--- src/rtl/gen_clk_en_sampler.sv ---
// gen_clk_en_sampler
//   Lock-qualified clock-enable divider and data sampler for the PLL output
//   clock domain. Waits for LOCK_WAIT consecutive locked cycles, then produces
//   a one-cycle strobe every N_eff cycles (N_eff = max(div_ratio,1)) and
//   captures data at full rate and at the divided rate. Everything runs on clk.
//
//   Optional feature macro: GEN_CLK_SAMPLE_CNT_EN
//     defined   -> 16-bit saturating count of divided-rate captures
//     undefined -> sample_cnt_o tied to 16'h0000, no counter logic
//
//   Ports:
//     clk          in   PLL output clock, sole clock
//     rst_n        in   asynchronous active-low reset
//     pll_lock     in   lock indicator, already synchronous to clk
//     enable       in   capture enable
//     div_ratio    in   divide ratio N (0 and 1 both mean divide-by-1)
//     data_i       in   data to sample
//     ready_o      out  high while in RUN
//     div_stb_o    out  one-cycle strobe per divided period
//     data_o       out  full-rate captured data
//     data_div_o   out  divided-rate captured data
//     sample_cnt_o out  number of divided-rate captures (saturating)
module gen_clk_en_sampler #(
    parameter int DATA_WIDTH = 8,
    parameter int DIV_WIDTH  = 8,
    parameter int LOCK_WAIT  = 1024
) (
    input  logic                  clk,
    input  logic                  rst_n,
    input  logic                  pll_lock,
    input  logic                  enable,
    input  logic [DIV_WIDTH-1:0]  div_ratio,
    input  logic [DATA_WIDTH-1:0] data_i,
    output logic                  ready_o,
    output logic                  div_stb_o,
    output logic [DATA_WIDTH-1:0] data_o,
    output logic [DATA_WIDTH-1:0] data_div_o,
    output logic [15:0]           sample_cnt_o
);

    localparam int SETTLE_W = (LOCK_WAIT > 1) ? $clog2(LOCK_WAIT + 1) : 1;

    typedef enum logic [1:0] {
        IDLE   = 2'd0,
        SETTLE = 2'd1,
        RUN    = 2'd2
    } state_t;

    state_t                state;
    state_t                state_next;
    logic [SETTLE_W-1:0]   settle_cnt;
    logic [DIV_WIDTH-1:0]  cnt;
    logic [DIV_WIDTH-1:0]  n_eff;
    logic [DIV_WIDTH-1:0]  n_req;
    logic                  in_run;
    logic                  stb;

    // Divide-by-0 is treated as divide-by-1 so the period is never empty.
    assign n_req  = (div_ratio == '0) ? DIV_WIDTH'(1) : div_ratio;
    assign in_run = (state == RUN);
    // Decoded purely from registers so the strobe is glitch-free.
    assign stb    = in_run && (cnt == (n_eff - DIV_WIDTH'(1)));

    assign ready_o   = in_run;
    assign div_stb_o = stb;

    always_ff @(posedge clk or negedge rst_n) begin
        if (!rst_n) begin
            state <= IDLE;
        end else begin
            state <= state_next;
        end
    end

    always_comb begin
        state_next = state;
        case (state)
            IDLE: begin
                if (pll_lock) begin
                    state_next = SETTLE;
                end
            end
            SETTLE: begin
                if (!pll_lock) begin
                    state_next = IDLE;
                end else if (settle_cnt == SETTLE_W'(LOCK_WAIT - 1)) begin
                    state_next = RUN;
                end
            end
            RUN: begin
                if (!pll_lock) begin
                    state_next = IDLE;
                end
            end
            default: state_next = IDLE;
        endcase
    end

    // Counts locked cycles spent in SETTLE; zero everywhere else so that each
    // SETTLE entry starts from a clean count.
    always_ff @(posedge clk or negedge rst_n) begin
        if (!rst_n) begin
            settle_cnt <= '0;
        end else if ((state == SETTLE) && (state_next == SETTLE)) begin
            settle_cnt <= settle_cnt + SETTLE_W'(1);
        end else begin
            settle_cnt <= '0;
        end
    end

    // Divider: the ratio is latched only on RUN entry and at a wrap, so a
    // div_ratio change never shortens or stretches the period in progress.
    always_ff @(posedge clk or negedge rst_n) begin
        if (!rst_n) begin
            cnt   <= '0;
            n_eff <= DIV_WIDTH'(1);
        end else if (in_run && (state_next == RUN)) begin
            if (stb) begin
                cnt   <= '0;
                n_eff <= n_req;
            end else begin
                cnt <= cnt + DIV_WIDTH'(1);
            end
        end else if (state_next == RUN) begin
            cnt   <= '0;
            n_eff <= n_req;
        end else begin
            cnt <= '0;
        end
    end

    // Capture is qualified by the registered state, so a strobe in the last
    // RUN cycle still captures even though lock has just been lost.
    always_ff @(posedge clk or negedge rst_n) begin
        if (!rst_n) begin
            data_o     <= '0;
            data_div_o <= '0;
        end else if (in_run && enable) begin
            data_o <= data_i;
            if (stb) begin
                data_div_o <= data_i;
            end
        end
    end

`ifdef GEN_CLK_SAMPLE_CNT_EN
    logic [15:0] sample_cnt;

    always_ff @(posedge clk or negedge rst_n) begin
        if (!rst_n) begin
            sample_cnt <= '0;
        end else if (in_run && enable && stb && (sample_cnt != 16'hFFFF)) begin
            sample_cnt <= sample_cnt + 16'd1;
        end
    end

    assign sample_cnt_o = sample_cnt;
`else
    assign sample_cnt_o = 16'h0000;
`endif

endmodule

--- config.mk ---
export PLATFORM = sky130hd
export DESIGN_NAME = gen_clk_en_sampler
export DESIGN_NICKNAME = d
export VERILOG_FILES = /design/src/rtl/gen_clk_en_sampler.sv
export SDC_FILE = /design/constraint.sdc
export NUM_CORES = 1
export LEC_CHECK = 0
export CAP_MARGIN = 20
export CORE_MARGIN = 2
export CORE_UTILIZATION = 40
export CTS_BUF_LIST = sky130_fd_sc_hd__clkbuf_8
export CTS_CLUSTER_DIAMETER = 40
export DETAILED_ROUTE_END_ITERATION = 12
export DONT_BUFFER_PORTS = 1
export GPL_TIMING_DRIVEN = 0
export PLACE_DENSITY = 0.57
export SYNTH_ARGS = -nofsm -noshare
export SYNTH_HDL_FRONTEND = slang
export SYNTH_SLANG_ARGS = --single-unit
export TNS_END_PERCENT = 10
--- constraint.sdc ---
create_clock -name clk -period 2.8 [get_ports clk]
set_clock_uncertainty 0.2 [all_clocks]
set_input_delay 0.42 -clock clk [delete_from_list [all_inputs] [get_ports clk]]
set_output_delay 0.42 -clock clk [all_outputs]
set_load 0.02 [all_outputs]
; ---- Word-level counts from Yosys, hierarchy flattened
; Index checks and enable logic that the tools add are counted.
[totals]
reg_bits = 45
input_bits = 20
out_inout_bits = 34
[classes]
eq_ne = 7
n_addsub = 3
muxes = 12
n_reduce_logical = 9
[op_table]
columns = operator, count
row1 = $mux W8, 6
row2 = $add A11 B1 Y11 const B, 1
row3 = $eq A11 B10 Y1 const B, 1
row4 = $mux W11, 1
row5 = $add A8 B1 Y8 const B, 1
row6 = $eq A8 B8 Y1, 1
row7 = $logic_not A8 Y1, 1
row8 = $mux W2, 4
row9 = $sub A8 B1 Y8 const B, 1
row10 = $pmux W2 S3, 1
row11 = $eq A2 B1 Y1 const B, 2
row12 = $eq A2 B2 Y1 const B, 2
row13 = $logic_and A1 B1 Y1, 4
row14 = $reduce_and A2 Y1, 2
row15 = $logic_not A2 Y1, 1
row16 = $ne A2 B2 Y1 const B, 1
row17 = $reduce_bool A2 Y1, 1

; ---- Logic depth before layout (Yosys ltp)
; Gate-level depths: netlist (run 1).
[depth]
depth_word = 8
depth_mapped = 10

; ---- Least setup slack after synthesis (run 1)
; OpenSTA, ideal clock, no wires.
[synth_path]
kind = register to register
start = register n_eff[0]
end = register data_div_o[0]
setup_time_ns = 0.125
synth_period_minus_slack_ns = 2.687
path_slack_ns = 0.113
arrival_ns = 2.362
path_stages_with_launch = 11
cell_sequence = dfstp_2 > inv_1 > ha_1 > xnor2_1 > nor3_1 > o211ai_1 > or2_0 > buf_6 > a211o_1 > buf_6 > mux2_4
[synth_via]
elab_chain_cells = 4
[synth_rtl]
columns = element, line_no
row1 = "start, declared", 53  ; logic [DIV_WIDTH-1:0] n_eff;
row2 = "start signal, assigned", 120  ; n_eff <= n_req;
row3 = "start signal, assigned", 126  ; n_eff <= n_req;
row4 = $sub A8 B1 Y8, 62  ; assign stb = in_run && (cnt == (n_eff - DIV_WIDTH'(1)));
row5 = $eq A8 B8 Y1, 62
row6 = $logic_and A1 B1 Y1, 62
row7 = $reduce_and A2 Y1 (no line), --
row8 = "end signal, assigned", 141  ; data_div_o <= data_i;
row9 = "end, declared", 37  ; output logic [DATA_WIDTH-1:0] data_div_o,
; No other way between the ends.
; A chain may end at the register's enable or synchronous reset.

; ---- Worst setup path after layout (run 1)
[layout_path]
start = register n_eff[2]
end = output div_stb_o
[layout_via]
elab_chain_cells = 3
[layout_rtl]
columns = element, line_no
row1 = $sub A8 B1 Y8, 62
row2 = $eq A8 B8 Y1, 62
row3 = $logic_and A1 B1 Y1, 62
row4 = "end, declared", 35  ; output logic div_stb_o,
; No other way between the ends.

==> results of run 1 <==
-- critical path: stages (launching register included) --
cell and delay [ns]:
dfrtp_1 0.49, nor4_2 0.44, nand2_1 0.12, xnor2_1 0.21, nand3_2 0.31, a21oi_4 0.38
-- stage by stage --
stage                     hold slack, ns  TNS, ns
after floorplan                  -0.0756        0
after global placement           -0.0747    -2.15
after detailed placement         -0.0749    -1.99
after CTS                         0.0250  -0.0973
after global routing              0.0257   -0.453
final                             0.0287  -0.0818
-- flip-flops by register name, summed over array words and instances, names as in the netlist --
register    count
settle_cnt     11
data_div_o      8
data_o          8
state           2
n_eff           8
cnt             8
-- per-layer routing --
metal  track usage  vias to the layer above
li1              -                      927
met1         0.233                      910
met2         0.249                       76
met3        0.0403                        7
met4        0.0469                        0
met5             0                        -
-- cells in the final DEF (no fill, tap or decap), drive strengths merged, types with 3 or more instances in the layout --
master	count
nor4	3
o2111ai	8
nand4	6
conb	16
a21oi	7
nand2b	4
mux2	16
a221oi	6
xnor2	10
nand2	6
inv	8
buf	23
nor3	12
dfrtp	44
and2	7
and3	11
nor2	16
ha	3
clkbuf	7
nand3	27
xor2	13
-- worst max path at each step --
stage | startpoint | slack [ns] | depth (start not counted) | endpoint
CTS | n_eff[2]$_DFFE_PN0P_ | -0.1 | 5 | div_stb_o
global placement | settle_cnt[0]$_DFF_PN0_ | -0.32 | 9 | n_eff[1]$_DFFE_PN0P_
detailed placement | settle_cnt[0]$_DFF_PN0_ | -0.31 | 9 | n_eff[1]$_DFFE_PN0P_
finish | n_eff[2]$_DFFE_PN0P_ | -0.08 | 5 | div_stb_o
floorplan | n_eff[0]$_DFFE_PN1P_ | 0.11 | 10 | data_div_o[0]$_DFFE_PN0P_
global route | n_eff[2]$_DFFE_PN0P_ | -0.21 | 5 | div_stb_o
-- report_power, final --
group	internal [mW]	total, mW	leakage (nW)	switching (mW)
Clock	0.274	0.521	0.0603	0.248
Combinational	0.0245	0.0648	0.681	0.0404
Sequential	0.651	0.654	0.586	0.00230
Total	0.950	1.24	1.33	0.290
-- layout make-up --
| cell class | instances | share of cell area |
|---|---|---|
| Buffer | 24 | 0.0606 |
| Clock buffer | 5 | 0.0235 |
| Clock inverter | 3 | 0.0171 |
| Inverter | 7 | 0.00896 |
| Multi-Input combinational cell | 190 | 0.460 |
| Sequential cell | 45 | 0.385 |
| Tap cell | 77 | 0.0329 |
| Timing Repair Buffer | 2 | 0.0128 |
-- repair_timing --
action | 4_1_cts | 5_1_grt
gates resized for setup | 4 | 1
hold endpoints to repair | 45 | 0
buffers inserted | 0 | 0
hold buffers | 2 | 0
cloned | 1 | 0
pin swaps | 4 | 0
setup endpoints to repair | 19 | 17
-- kinds of logic after synthesis --
family | Yosys count | synth area share
flip-flops | 45 | 0.437
AND/OR/NAND/NOR | 99 | 0.209
multiplexers | 17 | 0.0854
other | 1 | 0.00145
XOR/XNOR | 23 | 0.0810
AO/OA/AOI/OAI | 31 | 0.0922
buffers and inverters | 31 | 0.0791
adder cells (fa/ha/maj) | 3 | 0.0146
==> impl_metrics.tcl, run 1 <==
set metrics [dict create \
    critical_path_peak_fanout 11 \
    final_core_util 0.467 \
    total_power_mw 1.24 \
    critical_path_class "reg2out" \
    die_y_um 84.3 \
    final.setup.worst_slack_ns -0.0818 \
    violations "setup timing" \
    ys_seq_area_frac 0.437 \
    multiInputGateArea_um2 1350 \
    fp-row-count 29 \
    drc 0 \
    synthTopCellsByCount "dfrtp_1, nand3_1, buf_4, nor2_1, xor2_1" \
    worstPathArrival_ns 2.26 \
    mappedNetlistArea_um2 2580 \
    worst_pin_slew_ns 0.666 \
    synth.largest_area_cell "dfrtp_1" \
    design_area_um2 2930 \
    htree_num_levels 2 \
    fmax_ghz 0.347 \
    synth_area_per_cell_um2 10.3 \
    reg2reg_to "data_div_o[5]$_DFFE_PN0P_" \
    hp-class "in2reg" \
    clkTransAtPathRegs_ns 0.09 \
    routedWlPerCell_um 15.9 \
    ff_latch_area_um2 1130 \
    top_layer "met4" \
    relSlewSlack 0.556 \
    whs_path_depth 2 \
    p_leak_nw 1.33 \
    grt_pass1_vias 1817 \
    vias 1920 \
    grt_max_degree 46 \
    slew_violations 0 \
    p_per_area_nw_per_um2 423 \
    synth.most_common_cell "dfrtp_1" \
    dr.pass1.iters 4 \
    start_util 0.411 \
    ctsRootBufferMaster "clkbuf_8" \
    grt_setup_unrepaired "true" \
    ys_types 46 \
    antenna_found_initial 0 \
    r2r_setup_slack_ns 0.07 \
    r2r_cells 10 \
    synth_edf_count 0 \
    grt_pass1_wl_mm 9.34 \
    wl_met3_um 430 \
    max-vdd-ir-drop_mv 0.192 \
    synth_top_area_share 0.427 \
    grt_usage 0.164 \
    clockBufferDepth 2 \
    wl_mm 5.61 \
    min_period_over_period 1.03 \
    nFillCells 600 \
    areaGrowthSynthToFinish_pct 13.7 \
    whs_endpoint "state[0]$_DFF_PN0_" \
    synth-seq-cells 45 \
    diodes 0 \
    overflow 0 \
    tritoncts "built" \
    drv_cap 0 \
    post-dp-hpwl_mm 3.87 \
    vias_per_cell 5.44 \
    crit_required_ns 2.18 \
    core_area_um2 6280 \
    yosysWarnings 0 \
    crit_path_end_kind "output pin" \
    critPathLaunchType "register" \
    pin_count 54 \
    gp_congestion 0.848 \
    fin_crit_ns 2.88 \
    clock_latency_ns 0.31 \
    fin_cells 353 \
    synth_cells 250 \
    status "complete, but fails checks" \
    die_area_um2 7100 \
    dp_slack_ns -0.312 \
    place_area_um2 2730 \
    drtIter0Drc 152 \
    drtAntennaViolNets 0 \
    synthArstFlopShare 1.00 \
    cts_buffers 5 \
    synth_area_leaders "dfrtp_1, nand3_1, buf_4" \
    drive_gt1_frac 0.207 \
    ys.flop_type "dfrtp_1" \
    dp_cells 342 \
    portBuffers 0 \
    die_x_um 84.3 \
    reg2reg_from "n_eff[0]$_DFFE_PN1P_" \
    final_hold_viol_count 0 \
    setup_viol 1 \
    wl_met1_mm 2.54 \
    layout.nets 298 \
    min_from "pll_lock" \
    dr_wl_met2_mm 2.57 \
    cts_sinks 45 \
]
Note: power is estimated with default switching activity, not from simulation.
==> inputs of run 2 (changes only) <==
==> constraint.sdc (replaced) <==
create_clock -name clk -period 2.5 [get_ports clk]
set_clock_uncertainty 0.2 [all_clocks]
set_input_delay 0.375 -clock clk [delete_from_list [all_inputs] [get_ports clk]]
set_output_delay 0.375 -clock clk [all_outputs]
set_load 0.02 [all_outputs]
==> run 2 against run 1 <==
The flow still finishes with violations (setup timing). Count of clock-buffer cells in the layout grew 1. Sequential share of layout area fell by 1.9 points. Sequential power is 12% higher. Sequential cell count unchanged. Clock power up 17%. Total power rose by 15%. Global-route usage rose by 0.83 points. Worst hold slack lost 0.014 ns. Largest cell class unchanged.
==> impl_metrics.tcl, run 2 (same netlist as run 1, synthesis figures left out) <==
set metrics [dict create \
    overflow 0 \
    diodes 0 \
    grt_pass1_vias 1938 \
    die_x_um 84.3 \
    p_leak_nw 1.39 \
    pin_count 54 \
    setup_viol 10 \
    die_area_um2 7100 \
    final_hold_viol_count 0 \
    layout.nets 306 \
    final_core_util 0.493 \
    final.setup.worst_slack_ns -0.186 \
    crit_cells 7 \
    die_y_um 84.3 \
    worst_pin_slew_ns 0.684 \
    routedWlPerCell_um 15.9 \
    startpoint "n_eff[0]$_DFFE_PN1P_" \
    core_area_um2 6280 \
    cts_buffers 5 \
    ctsRootBufferMaster "clkbuf_8" \
    critPathLaunchType "register" \
    critical_path_peak_fanout 5 \
    grt_usage 0.172 \
    vias 1940 \
    post-dp-hpwl_mm 3.96 \
    drtIter0Drc 177 \
    violations "setup timing" \
    reg2reg_from "n_eff[0]$_DFFE_PN1P_" \
    grt_max_degree 46 \
    dr.pass1.iters 4 \
    drc 0 \
    final_common_cell "dfrtp_1" \
    relSlewSlack 0.544 \
    crit_required_ns 1.92 \
    crit_path_end_kind "output pin" \
    r2r_setup_slack_ns -0.16 \
    critical_path_class "reg2out" \
    crit_family "flip-flops" \
    reg2reg_to "data_div_o[0]$_DFFE_PN0P_" \
    grt_setup_unrepaired "true" \
    clkTransAtPathRegs_ns 0.09 \
    drv_cap 0 \
    areaGrowthSynthToFinish_pct 20.1 \
    cpMaxStageDelayCell "dfstp_2" \
    antenna_found_initial 0 \
    drtAntennaViolNets 0 \
    tritoncts "built" \
    fin_tns_setup_ns -1.44 \
    clockBufferDepth 2 \
    portBuffers 0 \
    min_period_over_period 1.07 \
    cpPeakStageDelay_ns 0.55 \
    endpoint "div_stb_o" \
    final_cell_mix "dfrtp_1, nand3_1, buf_4" \
    critPathBufInv 1 \
    hp-class "in2reg" \
    total_power_mw 1.42 \
    fmax_ghz 0.372 \
    crit_chain "inv_2 -> ha_4 -> xnor2_1 -> nor3_1 -> o211ai_1 -> or2_4 -> a21oi_4" \
    grt_pass1_wl_mm 9.74 \
    slew_violations 0 \
    start_util 0.411 \
    vias_per_cell 5.37 \
    clock_latency_ns 0.30 \
    fp-row-count 29 \
    largest_register_ffs 11 \
    cts_sinks 45 \
    nFillCells 590 \
    p_per_area_nw_per_um2 459 \
    drive_gt1_frac 0.254 \
    worstPathArrival_ns 2.11 \
    fin_crit_ns 2.69 \
    htree_num_levels 2 \
    max-vdd-ir-drop_mv 0.352 \
    r2r_cells 10 \
    top_register "settle_cnt" \
    gp_congestion 0.819 \
    status "complete, but fails checks" \
    wl_mm 5.75 \
]
[run 2: timing repair]
action,CTS,global route
setup endpoints to repair,26,23
buffers inserted,3,1
hold endpoints to repair,46,6
cloned,1,0
hold buffers,3,4
gates resized for setup,9,10
pin swaps,2,5
[run 2: power breakdown]
| part | internal, mW | switching, mW |
|---|---|---|
| registers | 0.730 | 0.00272 |
| clock network | 0.333 | 0.275 |
| logic | 0.0327 | 0.0465 |
| total | 1.10 | 0.325 |
[run 2: worst min path at each step]
stage | start | to | slack [ns] | depth (start not counted)
after floorplan | rst_n | cnt[0]$_DFF_PN0_ | -0.12 | 0
after global placement | rst_n | data_o[4]$_DFFE_PN0P_ | -0.12 | 0
after detailed placement | rst_n | data_o[4]$_DFFE_PN0P_ | -0.12 | 0
after CTS | data_i[2] | data_div_o[2]$_DFFE_PN0P_ | 0.003 | 1
after global routing | data_i[5] | data_div_o[5]$_DFFE_PN0P_ | 0.0009 | 1
final | data_i[1] | data_o[1]$_DFFE_PN0P_ | 0.02 | 1
[run 2: routing by layer]
| metal | track usage | routed length [um] |
|---|---|---|
| met3 | 0.0403 | 428 |
| met1 | 0.242 | 2660 |
| met5 | 0 | 0 |
| met2 | 0.260 | 2510 |
| met4 | 0.0630 | 154 |
[run 2: through the flow]
stage | hold WS [ns] | cell area (um2) | std cells | setup slack (ns)
after floorplan | -0.121 | 2650 | 265 | 0.00573
after global placement | -0.120 | 2750 | 342 | -0.624
after detailed placement | -0.120 | 2750 | 342 | -0.683
after CTS | 0.00322 | 3030 | 357 | -0.209
after global routing | 0.000910 | 3100 | 361 | -0.303
final | 0.0150 | 3100 | 361 | -0.186
[run 2: layout make-up]
type	count	area [um2]	share of cell area
Timing Repair Buffer	11	134	0.0432
Multi-Input combinational cell	190	1420	0.458
Clock inverter	2	41.3	0.0133
Sequential cell	45	1130	0.365
Inverter	7	26.3	0.00848
Buffer	23	166	0.0537
Tap cell	77	96.3	0.0311
Clock buffer	6	82.6	0.0267
==> inputs of run 3 (changes only) <==
--- a/config.mk
+++ b/config.mk
@@ -14,6 +14,7 @@
 export DONT_BUFFER_PORTS = 1
 export GPL_TIMING_DRIVEN = 0
 export PLACE_DENSITY = 0.57
+export RECOVER_POWER = 25
 export SYNTH_ARGS = -nofsm -noshare
 export SYNTH_HDL_FRONTEND = slang
 export SYNTH_SLANG_ARGS = --single-unit
==> run 3 against run 2 <==
The flow still finishes with violations (setup timing). Sequential cell count unchanged. Maximum frequency fell by 0.18%. Combinational power fell by 6.1%. Count of clock-buffer cells in the layout unchanged. Non-clock buffer count unchanged. Core utilization fell by 0.36 points. Global-route usage did not move. Via count up 0.77%. Cell count did not move. Critical path depth unchanged. Setup slack lost 0.0048 ns. Critical path type unchanged. Largest cell class unchanged.
==> impl_metrics.tcl, run 3 (same netlist as run 1, synthesis figures left out) <==
set metrics [dict create \
    status "complete, but fails checks" \
    violations "setup timing" \
    drv_cap 0 \
    setup_viol 10 \
    diodes 0 \
    fin_crit_ns 2.69 \
    tritoncts "built" \
    clkTransAtPathRegs_ns 0.09 \
    ctsRootBufferMaster "clkbuf_8" \
    p_per_area_nw_per_um2 460 \
    crit_required_ns 1.92 \
    final_hold_viol_count 0 \
    cts_buffers 5 \
    final_cell_mix "dfrtp_1, nand3_1, buf_4" \
    worstPathArrival_ns 2.12 \
    final_core_util 0.490 \
    grt_max_degree 46 \
    grt_setup_unrepaired "true" \
    final.setup.worst_slack_ns -0.191 \
    p_leak_nw 1.38 \
    grt_usage 0.172 \
    fmax_ghz 0.372 \
    clockBufferDepth 2 \
    dp_slack_ns -0.683 \
    dr.pass1.iters 4 \
    worst_pin_slew_ns 1.13 \
    grt_pass1_vias 1938 \
    die_x_um 84.3 \
    drc 0 \
    top_register "settle_cnt" \
    grt_pass1_wl_mm 9.74 \
    portBuffers 0 \
    pin_count 54 \
    vias 1955 \
    min_period_over_period 1.08 \
    max-vdd-ir-drop_mv 0.351 \
    final_common_cell "dfrtp_1" \
    wl_mm 5.77 \
    fin_tns_setup_ns -1.45 \
    critical_path_peak_fanout 10 \
    core_area_um2 6280 \
    vias_per_cell 5.42 \
    clock_latency_ns 0.30 \
    total_power_mw 1.41 \
    routedWlPerCell_um 16.0 \
    overflow 0 \
    cts_sinks 45 \
    min_from "data_i[1]" \
    reg2reg_from "n_eff[0]$_DFFE_PN1P_" \
    critical_path_class "reg2out" \
    drive_gt1_frac 0.254 \
    drtIter0Drc 181 \
    relSlewSlack 0.246 \
    hp-class "in2reg" \
    start_util 0.411 \
    die_y_um 84.3 \
    fp-row-count 29 \
    critPathLaunchType "register" \
    areaGrowthSynthToFinish_pct 19.2 \
    crit_path_end_kind "output pin" \
    antenna_found_initial 0 \
    drtAntennaViolNets 0 \
    post-dp-hpwl_mm 3.96 \
    htree_num_levels 2 \
    slew_violations 0 \
    startpoint "n_eff[0]$_DFFE_PN1P_" \
    fin_hold_ws_ns 0.0158 \
    layout.nets 306 \
    largest_register_ffs 11 \
    gp_congestion 0.819 \
    die_area_um2 7100 \
]
[run 3: cell types whose count changed in the layout (fill, tap and decap cells not counted), sizes merged]
cell and change:
buf -1, clkbuf +1
[run 3: power breakdown]
part	total [mW]	switching, mW	internal (mW)
combinational	0.0744	0.0457	0.0287
sequential	0.732	0.00267	0.730
clock	0.607	0.275	0.333
total	1.41	0.323	1.09
[run 3: stage by stage]
| step | std cells | cell area [um2] |
|---|---|---|
| after global placement | 342 | 2750 |
| after detailed placement | 342 | 2750 |
| after floorplan | 265 | 2650 |
| final | 361 | 3070 |
| after CTS | 357 | 3030 |
| after global routing | 361 | 3070 |
[run 3: metal layers]
layer,up-vias,GRT usage,share of wire
met4,0,0.0630,0.027
li1,943,-,-
met5,-,0,0
met1,937,0.242,0.46
met3,12,0.0403,0.065
met2,63,0.260,0.45
[run 3: worst paths after layout]
path,to,slack [ns],cells after the start
setup / recovery,div_stb_o,-0.19,7
hold / removal,data_o[1]$_DFFE_PN0P_,0.02,1
setup reg to reg,data_div_o[0]$_DFFE_PN0P_,-0.16,10
hold reg to reg,settle_cnt[0]$_DFF_PN0_,0.29,1
max in group asynchronous,n_eff[1]$_DFFE_PN0P_,0.73,2
min in group asynchronous,data_div_o[2]$_DFFE_PN0P_,0.62,2
[run 3: final cells by class]
| class | count | area (um2) |
|---|---|---|
| inverter | 7 | 26.3 |
| fill | 593 | 3200 |
| clock buffer | 6 | 82.6 |
| timing repair buffer | 11 | 111 |
| sequential | 45 | 1130 |
| clock inverter | 2 | 41.3 |
| buffer | 23 | 166 |
| tap | 77 | 96.3 |
| multi-input combinational | 190 | 1420 |
[run 3: critical path: stages (launching register included)]
cell     delay (ns)
dfstp_2        0.39
buf_4          0.15
nor2_1         0.28
nor4b_2        0.25
a32oi_1        0.11
a21o_1         0.20
buf_6          0.15
a21oi_4        0.29
[run 3: repair_timing]
item                                    CTS  global route
setup buffers                             3             1
gates cloned                              1             0
endpoints found under the setup margin   26            23
pin swaps                                 2             5
resized for setup                         9            10
hold buffers                              3             4
endpoints found under the hold margin    46             6
